$ cat src/rtl/mem_port_arbiter_pkg.sv
// Shared types and helpers for the byte-serial RAM port arbiter.
package mem_port_arbiter_pkg;

  localparam int BLOCK_WIDTH = 4;
  localparam int BLOCK_SIZE  = 2 ** BLOCK_WIDTH;
  localparam int LINE_BITS   = BLOCK_SIZE * 8;

  localparam logic [1:0] SIZE_NONE = 2'b00;
  localparam logic [1:0] SIZE_BYTE = 2'b01;
  localparam logic [1:0] SIZE_HALF = 2'b10;
  localparam logic [1:0] SIZE_WORD = 2'b11;

  typedef enum logic [1:0] {ST_IDLE, ST_READ, ST_WRITE, ST_DONE} arbState_t;
  typedef enum logic [1:0] {REQ_NONE, REQ_IC, REQ_DC, REQ_IO} reqId_t;

  typedef logic [BLOCK_WIDTH:0] cnt_t;

  function automatic logic isIoRegion(input logic [31:0] addr);
    return addr[17:16] == 2'b11;
  endfunction

  function automatic cnt_t ioBurstLen(input logic [1:0] size);
    case (size)
      SIZE_BYTE: return cnt_t'(1);
      SIZE_HALF: return cnt_t'(2);
      default:   return cnt_t'(4);
    endcase
  endfunction

  function automatic logic [7:0] selByte(input logic [LINE_BITS-1:0] line,
                                         input logic [BLOCK_WIDTH-1:0] idx);
    return line[{idx, 3'b000} +: 8];
  endfunction

endpackage

$ cat src/rtl/mem_byte_sequencer.sv
// Byte counter, RAM address generation, read capture and write-byte selection
// for one burst of len bytes starting at base.
module mem_byte_sequencer
  import mem_port_arbiter_pkg::*;
(
  input  logic                 clkIn,
  input  logic                 resetIn,
  input  logic                 load,
  input  logic [LINE_BITS-1:0] loadData,
  input  logic                 readEn,
  input  logic                 writeEn,
  input  logic                 stall,
  input  logic [31:0]          base,
  input  cnt_t                 len,
  input  logic [7:0]           memIn,
  output logic [31:0]          memAddrOut,
  output logic [7:0]           memOut,
  output logic                 memWriteOut,
  output logic                 last,
  output logic [LINE_BITS-1:0] lineNext
);

  cnt_t                   cnt;
  logic [LINE_BITS-1:0]   lineBuf;
  logic [BLOCK_WIDTH-1:0] wrIdx;
  logic [BLOCK_WIDTH-1:0] capIdx;
  logic                   advance;

  assign wrIdx  = cnt[BLOCK_WIDTH-1:0];
  assign capIdx = wrIdx - BLOCK_WIDTH'(1);

  // Read data lags the address by one cycle, so byte cnt-1 arrives while cnt is driven.
  always_comb begin
    memAddrOut  = '0;
    memOut      = '0;
    memWriteOut = 1'b0;
    advance     = 1'b0;
    last        = 1'b0;
    lineNext    = lineBuf;
    if (readEn) begin
      advance = 1'b1;
      if (cnt < len) memAddrOut = base + 32'(cnt);
      if (cnt != '0) lineNext[{capIdx, 3'b000} +: 8] = memIn;
      last = (cnt == len);
    end else if (writeEn) begin
      memAddrOut  = base + 32'(cnt);
      memOut      = selByte(lineBuf, wrIdx);
      memWriteOut = !stall;
      advance     = !stall;
      last        = !stall && (cnt == len - cnt_t'(1));
    end
  end

  always_ff @(posedge clkIn or negedge resetIn) begin
    if (!resetIn) begin
      cnt     <= '0;
      lineBuf <= '0;
    end else if (load) begin
      cnt     <= '0;
      lineBuf <= loadData;
    end else begin
      if (advance) cnt <= cnt + cnt_t'(1);
      lineBuf <= lineNext;
    end
  end

endmodule

$ cat src/rtl/mem_port_arbiter.sv
// Shares the byte-wide RAM port between ICache, DCache and uncached IO,
// turning each grant into a byte-serial burst with a one-cycle done pulse.
//
// state    | meaning
// ST_IDLE  | no burst; fixed-priority grant IO > DC > IC
// ST_READ  | read burst in progress (ICache read abortable by clearIn)
// ST_WRITE | write burst in progress, may stall on full IO buffer
// ST_DONE  | done pulse to the granted requester, then back to idle
module mem_port_arbiter
  import mem_port_arbiter_pkg::*;
(
  input  logic                    clkIn,
  input  logic                    resetIn,
  input  logic                    clearIn,
  input  logic                    icReqIn,
  input  logic [31:BLOCK_WIDTH]   icAddrIn,
  output logic                    icDoneOut,
  output logic [LINE_BITS-1:0]    icLineOut,
  input  logic                    dcReqIn,
  input  logic                    dcWriteIn,
  input  logic [31:BLOCK_WIDTH]   dcAddrIn,
  input  logic [LINE_BITS-1:0]    dcLineIn,
  output logic                    dcDoneOut,
  output logic [LINE_BITS-1:0]    dcLineOut,
  input  logic                    ioReqIn,
  input  logic                    ioWriteIn,
  input  logic [1:0]              ioSizeIn,
  input  logic [31:0]             ioAddrIn,
  input  logic [31:0]             ioDataIn,
  output logic                    ioDoneOut,
  output logic [31:0]             ioDataOut,
  input  logic                    ioBufferFullIn,
  input  logic [7:0]              memIn,
  output logic [31:0]             memAddrOut,
  output logic [7:0]              memOut,
  output logic                    memWriteOut
);

  arbState_t            state, stateNext;
  reqId_t               grantId, grantIdNext;
  logic [31:0]          baseReg, baseNext;
  cnt_t                 lenReg, lenNext;
  logic                 writeNext;
  logic                 load;
  logic                 abort;
  logic                 last;
  logic                 stall;
  logic [LINE_BITS-1:0] loadData;
  logic [LINE_BITS-1:0] lineNext;

  always_comb begin
    stateNext   = state;
    grantIdNext = REQ_NONE;
    baseNext    = '0;
    lenNext     = '0;
    writeNext   = 1'b0;
    loadData    = '0;
    load        = 1'b0;
    abort       = 1'b0;
    case (state)
      ST_IDLE: begin
        if (ioReqIn && ioSizeIn != SIZE_NONE) begin
          load        = 1'b1;
          grantIdNext = REQ_IO;
          baseNext    = ioAddrIn;
          lenNext     = ioBurstLen(ioSizeIn);
          writeNext   = ioWriteIn;
          if (ioWriteIn) loadData = LINE_BITS'(ioDataIn);
        end else if (dcReqIn) begin
          load        = 1'b1;
          grantIdNext = REQ_DC;
          baseNext    = {dcAddrIn, {BLOCK_WIDTH{1'b0}}};
          lenNext     = cnt_t'(BLOCK_SIZE);
          writeNext   = dcWriteIn;
          if (dcWriteIn) loadData = dcLineIn;
        end else if (icReqIn && !clearIn) begin
          load        = 1'b1;
          grantIdNext = REQ_IC;
          baseNext    = {icAddrIn, {BLOCK_WIDTH{1'b0}}};
          lenNext     = cnt_t'(BLOCK_SIZE);
        end
        if (load) stateNext = writeNext ? ST_WRITE : ST_READ;
      end
      ST_READ: begin
        if (grantId == REQ_IC && clearIn) begin
          abort     = 1'b1;
          stateNext = ST_IDLE;
        end else if (last) begin
          stateNext = ST_DONE;
        end
      end
      ST_WRITE: if (last) stateNext = ST_DONE;
      ST_DONE:  stateNext = ST_IDLE;
      default:  stateNext = ST_IDLE;
    endcase
  end

  assign stall = (state == ST_WRITE) && (grantId == REQ_IO) &&
                 isIoRegion(baseReg) && ioBufferFullIn;

  mem_byte_sequencer uSeq (
    .clkIn       (clkIn),
    .resetIn     (resetIn),
    .load        (load),
    .loadData    (loadData),
    .readEn      (state == ST_READ),
    .writeEn     (state == ST_WRITE),
    .stall       (stall),
    .base        (baseReg),
    .len         (lenReg),
    .memIn       (memIn),
    .memAddrOut  (memAddrOut),
    .memOut      (memOut),
    .memWriteOut (memWriteOut),
    .last        (last),
    .lineNext    (lineNext)
  );

  always_ff @(posedge clkIn or negedge resetIn) begin
    if (!resetIn) begin
      state     <= ST_IDLE;
      grantId   <= REQ_NONE;
      baseReg   <= '0;
      lenReg    <= '0;
      icLineOut <= '0;
      dcLineOut <= '0;
      ioDataOut <= '0;
    end else begin
      state <= stateNext;
      if (load) begin
        grantId <= grantIdNext;
        baseReg <= baseNext;
        lenReg  <= lenNext;
      end
      // Result registers update only on a completed read, so an abort leaves them intact.
      if (state == ST_READ && last && !abort) begin
        case (grantId)
          REQ_IC:  icLineOut <= lineNext;
          REQ_DC:  dcLineOut <= lineNext;
          REQ_IO:  ioDataOut <= lineNext[31:0];
          default: ;
        endcase
      end
    end
  end

  assign icDoneOut = (state == ST_DONE) && (grantId == REQ_IC);
  assign dcDoneOut = (state == ST_DONE) && (grantId == REQ_DC);
  assign ioDoneOut = (state == ST_DONE) && (grantId == REQ_IO);

endmodule

$ cat config.mk
export PLATFORM = sky130hd
export DESIGN_NAME = mem_port_arbiter
export DESIGN_NICKNAME = d
export VERILOG_FILES = /design/src/rtl/mem_port_arbiter_pkg.sv /design/src/rtl/mem_byte_sequencer.sv /design/src/rtl/mem_port_arbiter.sv
export SDC_FILE = /design/constraint.sdc
export NUM_CORES = 1
export LEC_CHECK = 0
export ABC_AREA = 1
export BUFFER_PORTS_ARGS = -buffer_cell sky130_fd_sc_hd__buf_4
export CELL_PAD_IN_SITES_DETAIL_PLACEMENT = 1
export CELL_PAD_IN_SITES_GLOBAL_PLACEMENT = 2
export CORE_MARGIN = 2
export CORE_UTILIZATION = 30
export DETAILED_ROUTE_END_ITERATION = 8
export PLACE_DENSITY = 0.89
export SYNTH_ARGS = -nofsm -noshare
export SYNTH_HDL_FRONTEND = slang
export SYNTH_SLANG_ARGS = --single-unit
$ cat constraint.sdc
create_clock -name clkIn -period 4.2 [get_ports clkIn]
set_input_delay 1.26 -clock clkIn [delete_from_list [all_inputs] [get_ports clkIn]]
set_output_delay 1.26 -clock clkIn [all_outputs]
set_load 0.1 [all_outputs]
==> results.ini, run 1 <==
[setup_path]
cp.required_ns=2.94
startpoint_type=register
arrival_ns=2.90
crit_type=register to primary output
critPathCaptureType=primary output
crit_path_max_fanout=4

[cells_and_area]
fin_util=0.4040
layout-drive-gt1-share=0.2208
design_area_um2=31350
synthToLayoutAreaGrowth_pct=33.02
final_nets=4017
instances_no_fill=4815
layout_commonest_cell=nand2_1
final_cell_mix=1167 x nand2_1, 625 x buf_4, 543 x nand3_1, 459 x dfrtp_1, 236 x inv_1

[cts]
numCtsBuffers=53
cts_tree=built
htreeDepth=2
holdBufCountCts=0
clock_sinks=461
root_buffer=clkbuf_16
cts.clk_slew.worst_paths_ns=0.06
cts_buffer_depth=3
insertion_delay_ns=0.63

[global_route]
track_usage=0.2828
grt_antenna_before_repair=4
overflow=0
grt_max_degree=105
grt_pass1_wl_mm=171.6
grt_pass1_vias=25349

[route]
wl_met2_mm=55.38
finalWirelength_mm=117.4
top_layer=met5
wl_met1_mm=51.21
wl_per_cell_um=24.39
drt-pass1-iter-count=5
ant_nets=0
drtIter0Drc=1855
vias=24821
wl_met3_mm=6.468
vias_per_cell=5.155
drcViolationCount=0

[synth]
ys_seq_area_frac=0.4895
syn_area_um2=23570
ys_ff_latch=461
synthFlopType=dfrtp_1
synth-warning-count=0
synthesis.instances=3179
async_flop_share=1.000
synth_nets=3467
synth_cell_types=38
synth.avg_cell_area_um2=7.414
synth_edf_count=0

[die]
fp.dieArea_um2=80820
io_pins=599
rows=102
die_w_um=284.3
start_util=0.3037
coreArea_um2=77590
die_y_um=284.3

[run_status]
status=complete, no violations

[sta]
hold_ws_ns=0.4813
rsz0062_at_grt=yes
hold_viol=0
fmax_ghz=0.2402
fin_crit_sh=0.9913
finClkSkew_ns=0.03032
worst_slew_pin_slew_ns=1.236
layout_min_cycle_time_ns=4.163
setup_violations=0
slew-limit-headroom=0.1757
maxSlewViolCount=0

[pwr]
p_per_area_nw_per_um2=924.3
p_leak_nw=16.87
peakVddDrop_v=0.0006355

[run]
cap_violations=0

[place]
port_buffers=598
post_dp_cell_area_um2=29390
gp_congestion=0.8848
hpwl_mm=88.80
dp.cells=4711

[hold_path]
hold_class=register to register

worst max-delay path, cell delays in order (launching register included):
cell and delay [ns]:
dfrtp_2 0.44, ha_1 0.25, fa_2 0.38, nand3_1 0.12, nand2_2 0.12, nand2_1 0.12, nand2_1 0.11, nand2_4 0.13
inv_1 0.09, nand3b_1 0.11, nor2_1 0.06, nor2_2 0.15, buf_12 0.19
synthesized netlist by cell type, types with 10 or more instances:
master,n,area share
a21oi_1,137,0.029
nor3_1,21,0.0045
inv_1,236,0.038
nor2_1,109,0.017
buf_2,50,0.011
nand2_2,12,0.0032
a21boi_0,32,0.010
clkbuf_1,90,0.014
nand4_1,13,0.0035
ha_1,20,0.011
dfrtp_1,461,0.49
nand2_1,1175,0.19
inv_2,12,0.0019
o21ai_0,179,0.038
buf_1,17,0.0027
nand3_1,543,0.12
o21ai_1,10,0.0021
power by group:
group	switching (mW)	internal, mW	total [mW]
Sequential	1.23	5.96	7.19
Clock	2.05	2.63	4.69
Combinational	13.6	3.46	17.1
Total	16.9	12.1	29.0
worst paths after layout:
path                                from               end  slack, ns  depth (start not counted)
min                        icLineOut[41]     icLineOut[41]       0.48                          2
max reg2reg                  uSeq.cnt[0]  uSeq.lineBuf[47]       0.46                         13
min reg2reg                icLineOut[41]     icLineOut[41]       0.48                          2
max                          uSeq.cnt[0]    memAddrOut[22]       0.04                         12
max in group asynchronous        resetIn     icLineOut[58]       2.62                          2
min in group asynchronous        resetIn     icLineOut[89]       0.62                          1
repair_timing:
item                                    4_1_cts  5_1_grt
resized for setup                            24       26
gates cloned                                  0        0
endpoints found under the setup margin       26       23
setup buffers                                 1        2
pin swaps                                     1        3
cell type report:
| cell class | instances | area (µm²) |
|---|---|---|
| clock inverters | 22 | 205.2 |
| inverters | 253 | 959.7 |
| repair buffers | 657 | 5218 |
| well taps | 1040 | 1301 |
| flip-flops and latches | 461 | 11540 |
| fillers | 9629 | 46240 |
| clock buffers | 76 | 1543 |
| multi-input cells | 2303 | 10580 |
| diodes | 3 | 7.507 |
per-layer routing:
layer / vias up / GRT usage
met5: - / 0
met4: 2 / 0.09947
met3: 173 / 0.03973
met2: 835 / 0.4643
met1: 12441 / 0.3809
li1: 11370 / -
state kept, by name, indices dropped and copies added (netlist names):
register	count
uSeq.lineBuf	128
baseReg	32
grantId	2
state	2
uSeq.cnt	5
lenReg	4
ioDataOut	32
icLineOut	128
dcLineOut	128
through the flow:
step	TNS, ns	power (mW)	setup slack [ns]
after floorplan	-1.380	19.02	-0.2967
after global placement	0	23.90	0.4755
after detailed placement	0	24.07	0.4853
after CTS	0	28.94	0.01153
after global routing	-0.6393	30.24	-0.1038
final	0	28.98	0.03672
cells by family (layout without fill, tap and decap cells):
logic type / count (synthesis) / after routing / synth area share
flip-flops: 461 / 461 / 0.4895
other: 0 / 3 / 0
adder cells (fa/ha/maj): 21 / 21 / 0.01147
buffers and inverters: 415 / 1008 / 0.06986
AND/OR/NAND/NOR: 1888 / 1888 / 0.3372
AO/OA/AOI/OAI: 389 / 389 / 0.09014
XOR/XNOR: 5 / 5 / 0.001858
Note: power is estimated with default switching activity, not from simulation.
==> run 2, diff against run 1 <==
--- a/config.mk
+++ b/config.mk
@@ -13,6 +13,7 @@
 export CORE_UTILIZATION = 30
 export DETAILED_ROUTE_END_ITERATION = 8
 export PLACE_DENSITY = 0.89
+export RECOVER_POWER = 50
 export SYNTH_ARGS = -nofsm -noshare
 export SYNTH_HDL_FRONTEND = slang
 export SYNTH_SLANG_ARGS = --single-unit
==> results.ini, run 2 (synthesized netlist as in run 1, its figures left out) <==
[run_status]
status=complete, but fails checks
violations=max-capacitance violations, max-slew violations

[hold_path]
hold_class=register to register

[place]
pre_cts_slack_ns=0.4853  ; unchanged
port_buffers=598  ; unchanged
hpwl_mm=88.80  ; unchanged
gp_congestion=0.8848  ; unchanged

[pwr]
power.share.switching=0.5914  ; +0.007421
pwr-share-clk=0.164  ; +0.002
peakVddDrop_v=0.0006111  ; -3.8%
p_int_mw=11.69  ; -3.0%
p_seq_frac=0.251  ; +0.003
p_total_mw=28.61  ; -1.3%
p_per_area_nw_per_um2=931.0  ; +0.74%
switchingPower_mw=16.92  ; unchanged
combPwrFrac=0.585  ; -0.005
p_leak_nw=16.24  ; -3.7%

[cts]
numCtsBuffers=53  ; unchanged
cts_tree=built
clock_sinks=461  ; unchanged
htreeDepth=2  ; unchanged
cts_buffer_depth=3  ; unchanged
root_buffer=clkbuf_16
insertion_delay_ns=0.63  ; about the same
cts.clk_slew.worst_paths_ns=0.07  ; about the same

[cells_and_area]
synthToLayoutAreaGrowth_pct=30.39
largest_registers=dcLineOut: 128 flops, icLineOut: 128 flops, uSeq.lineBuf: 128 flops
fin_util=0.3961  ; -0.007982
layout-drive-gt1-share=0.1827  ; -0.03818
final_nets=4017  ; unchanged
fillerInstances=9714  ; +0.88%
final_cell_mix=1167 x nand2_1, 543 x nand3_1, 481 x buf_4, 459 x dfrtp_1, 236 x inv_1
layout_commonest_cell=nand2_1

[sta]
worst_slew_pin_slew_ns=1.843  ; +0.6070 ns
slew-limit-headroom=-0.2290  ; -0.4047
fin_ws_ns=0.04328  ; +0.006563 ns
fin_crit_sh=0.9897  ; -0.001563
maxSlewViolCount=152  ; +152
tns_ns=0  ; unchanged
rsz0062_at_grt=yes
hold_viol=0  ; unchanged
fmax_ghz=0.2406  ; +0.16%
finClkSkew_ns=0.02880  ; -0.001522 ns
setup_violations=0  ; unchanged
layout_min_cycle_time_ns=4.157  ; -0.006563 ns
hold_ws_ns=0.4791  ; -0.002194 ns

[route]
wl_met3_mm=6.429  ; -0.60%
ant_nets=0  ; unchanged
vias=24893  ; +0.29%
finalWirelength_mm=117.6  ; +0.15%
top_layer=met5
wl_met1_mm=51.28  ; +0.14%
drt-pass1-iter-count=5  ; unchanged
drtIter0Drc=1804  ; -2.7%
vias_per_cell=5.170  ; +0.29%
drcViolationCount=0  ; unchanged
wl_per_cell_um=24.43  ; +0.15%
wl_met2_mm=55.56  ; +0.33%

[global_route]
grt_pass1_vias=25349  ; unchanged
grt_max_degree=105  ; unchanged
track_usage=0.2828  ; unchanged
grt_pass1_wl_mm=171.6  ; unchanged
overflow=0  ; unchanged
grt_antenna_before_repair=4  ; unchanged

[die]
coreArea_um2=77590  ; unchanged
die_w_um=284.3  ; unchanged
io_pins=599  ; unchanged
rows=102  ; unchanged
die_y_um=284.3  ; unchanged
fp.dieArea_um2=80820  ; unchanged
start_util=0.3037  ; unchanged

[setup_path]
crit_path_max_fanout=4  ; unchanged
startpoint_type=register
critPathCaptureType=primary output
arrival_ns=2.90  ; about the same
crit_type=register to primary output
cp.required_ns=2.94  ; about the same

[run]
cap_violations=3  ; +3

run 2: changes by cell type in the layout (fill, tap and decap cells not counted), moves of 4 or more:
cell      before  now
buf_12        18   14
buf_4        625  481
clkbuf_1      10  152
clkbuf_2       0    6
run 2: stage by stage:
step	cells	area [µm²]
3_5_place_dp	4711	29390
6_report	4815	30730
4_1_cts	4810	31240
3_3_place_gp	4711	29390
2_1_floorplan	3179	23670
5_1_grt	4815	30730
run 2: what timing repair did:
item,in CTS,in global routing
endpoints found under the setup margin,26,23
setup buffers,1,2
resized for setup,24,26
pin swaps,1,3
hold buffers,0,0
run 2: worst max-delay path, stage by stage (launching register included):
cell and delay [ns]:
dfrtp_2 0.44, ha_1 0.25, fa_2 0.39, nand3_1 0.12
nand2_2 0.12, nand2_1 0.11, nand2_1 0.11, nand2_4 0.13
inv_1 0.09, nand3b_1 0.11, nor2_1 0.06, nor2_2 0.15
buf_12 0.19
run 2: power by group through the flow:
| stage | logic [mW] | clock network, mW | registers, mW |
|---|---|---|---|
| after floorplan | 6.22 | 0 | 12.8 |
| after global placement | 16.7 | 0 | 7.20 |
| after detailed placement | 16.8 | 0 | 7.22 |
| after CTS | 17.0 | 4.77 | 7.17 |
| after global routing | 17.6 | 4.94 | 7.32 |
| final | 16.7 | 4.70 | 7.18 |
run 2: metal layers:
layer / global-route usage / vias up
met5: 0 / -
met4: 0.09947 / 2
met3: 0.03973 / 171
met2: 0.4643 / 820
met1: 0.3809 / 12531
li1: - / 11369
run 2: worst paths after layout:
kind / start / endpoint / slack [ns] / cells past startpoint
min reg2reg: dcLineOut[49] / dcLineOut[49] / 0.48 / 2
max: uSeq.cnt[0] / memAddrOut[22] / 0.04 / 12
max reg2reg: uSeq.cnt[0] / uSeq.lineBuf[47] / 0.45 / 13
min in group asynchronous: resetIn / dcLineOut[88] / 1.14 / 1
min: dcLineOut[49] / dcLineOut[49] / 0.48 / 2
max in group asynchronous: resetIn / icLineOut[28] / 0.53 / 2
run 2: final cells by class:
cell class              count  area [µm²]  share of cell area
clock inverters            22       205.2            0.006677
repair buffers            657        4612              0.1501
multi-input cells        2303       10570              0.3438
clock buffers              76        1543             0.05020
well taps                1040        1301             0.04234
inverters                 253       959.7             0.03123
diodes                      3       7.507           0.0002443
flip-flops and latches    461       11540              0.3755
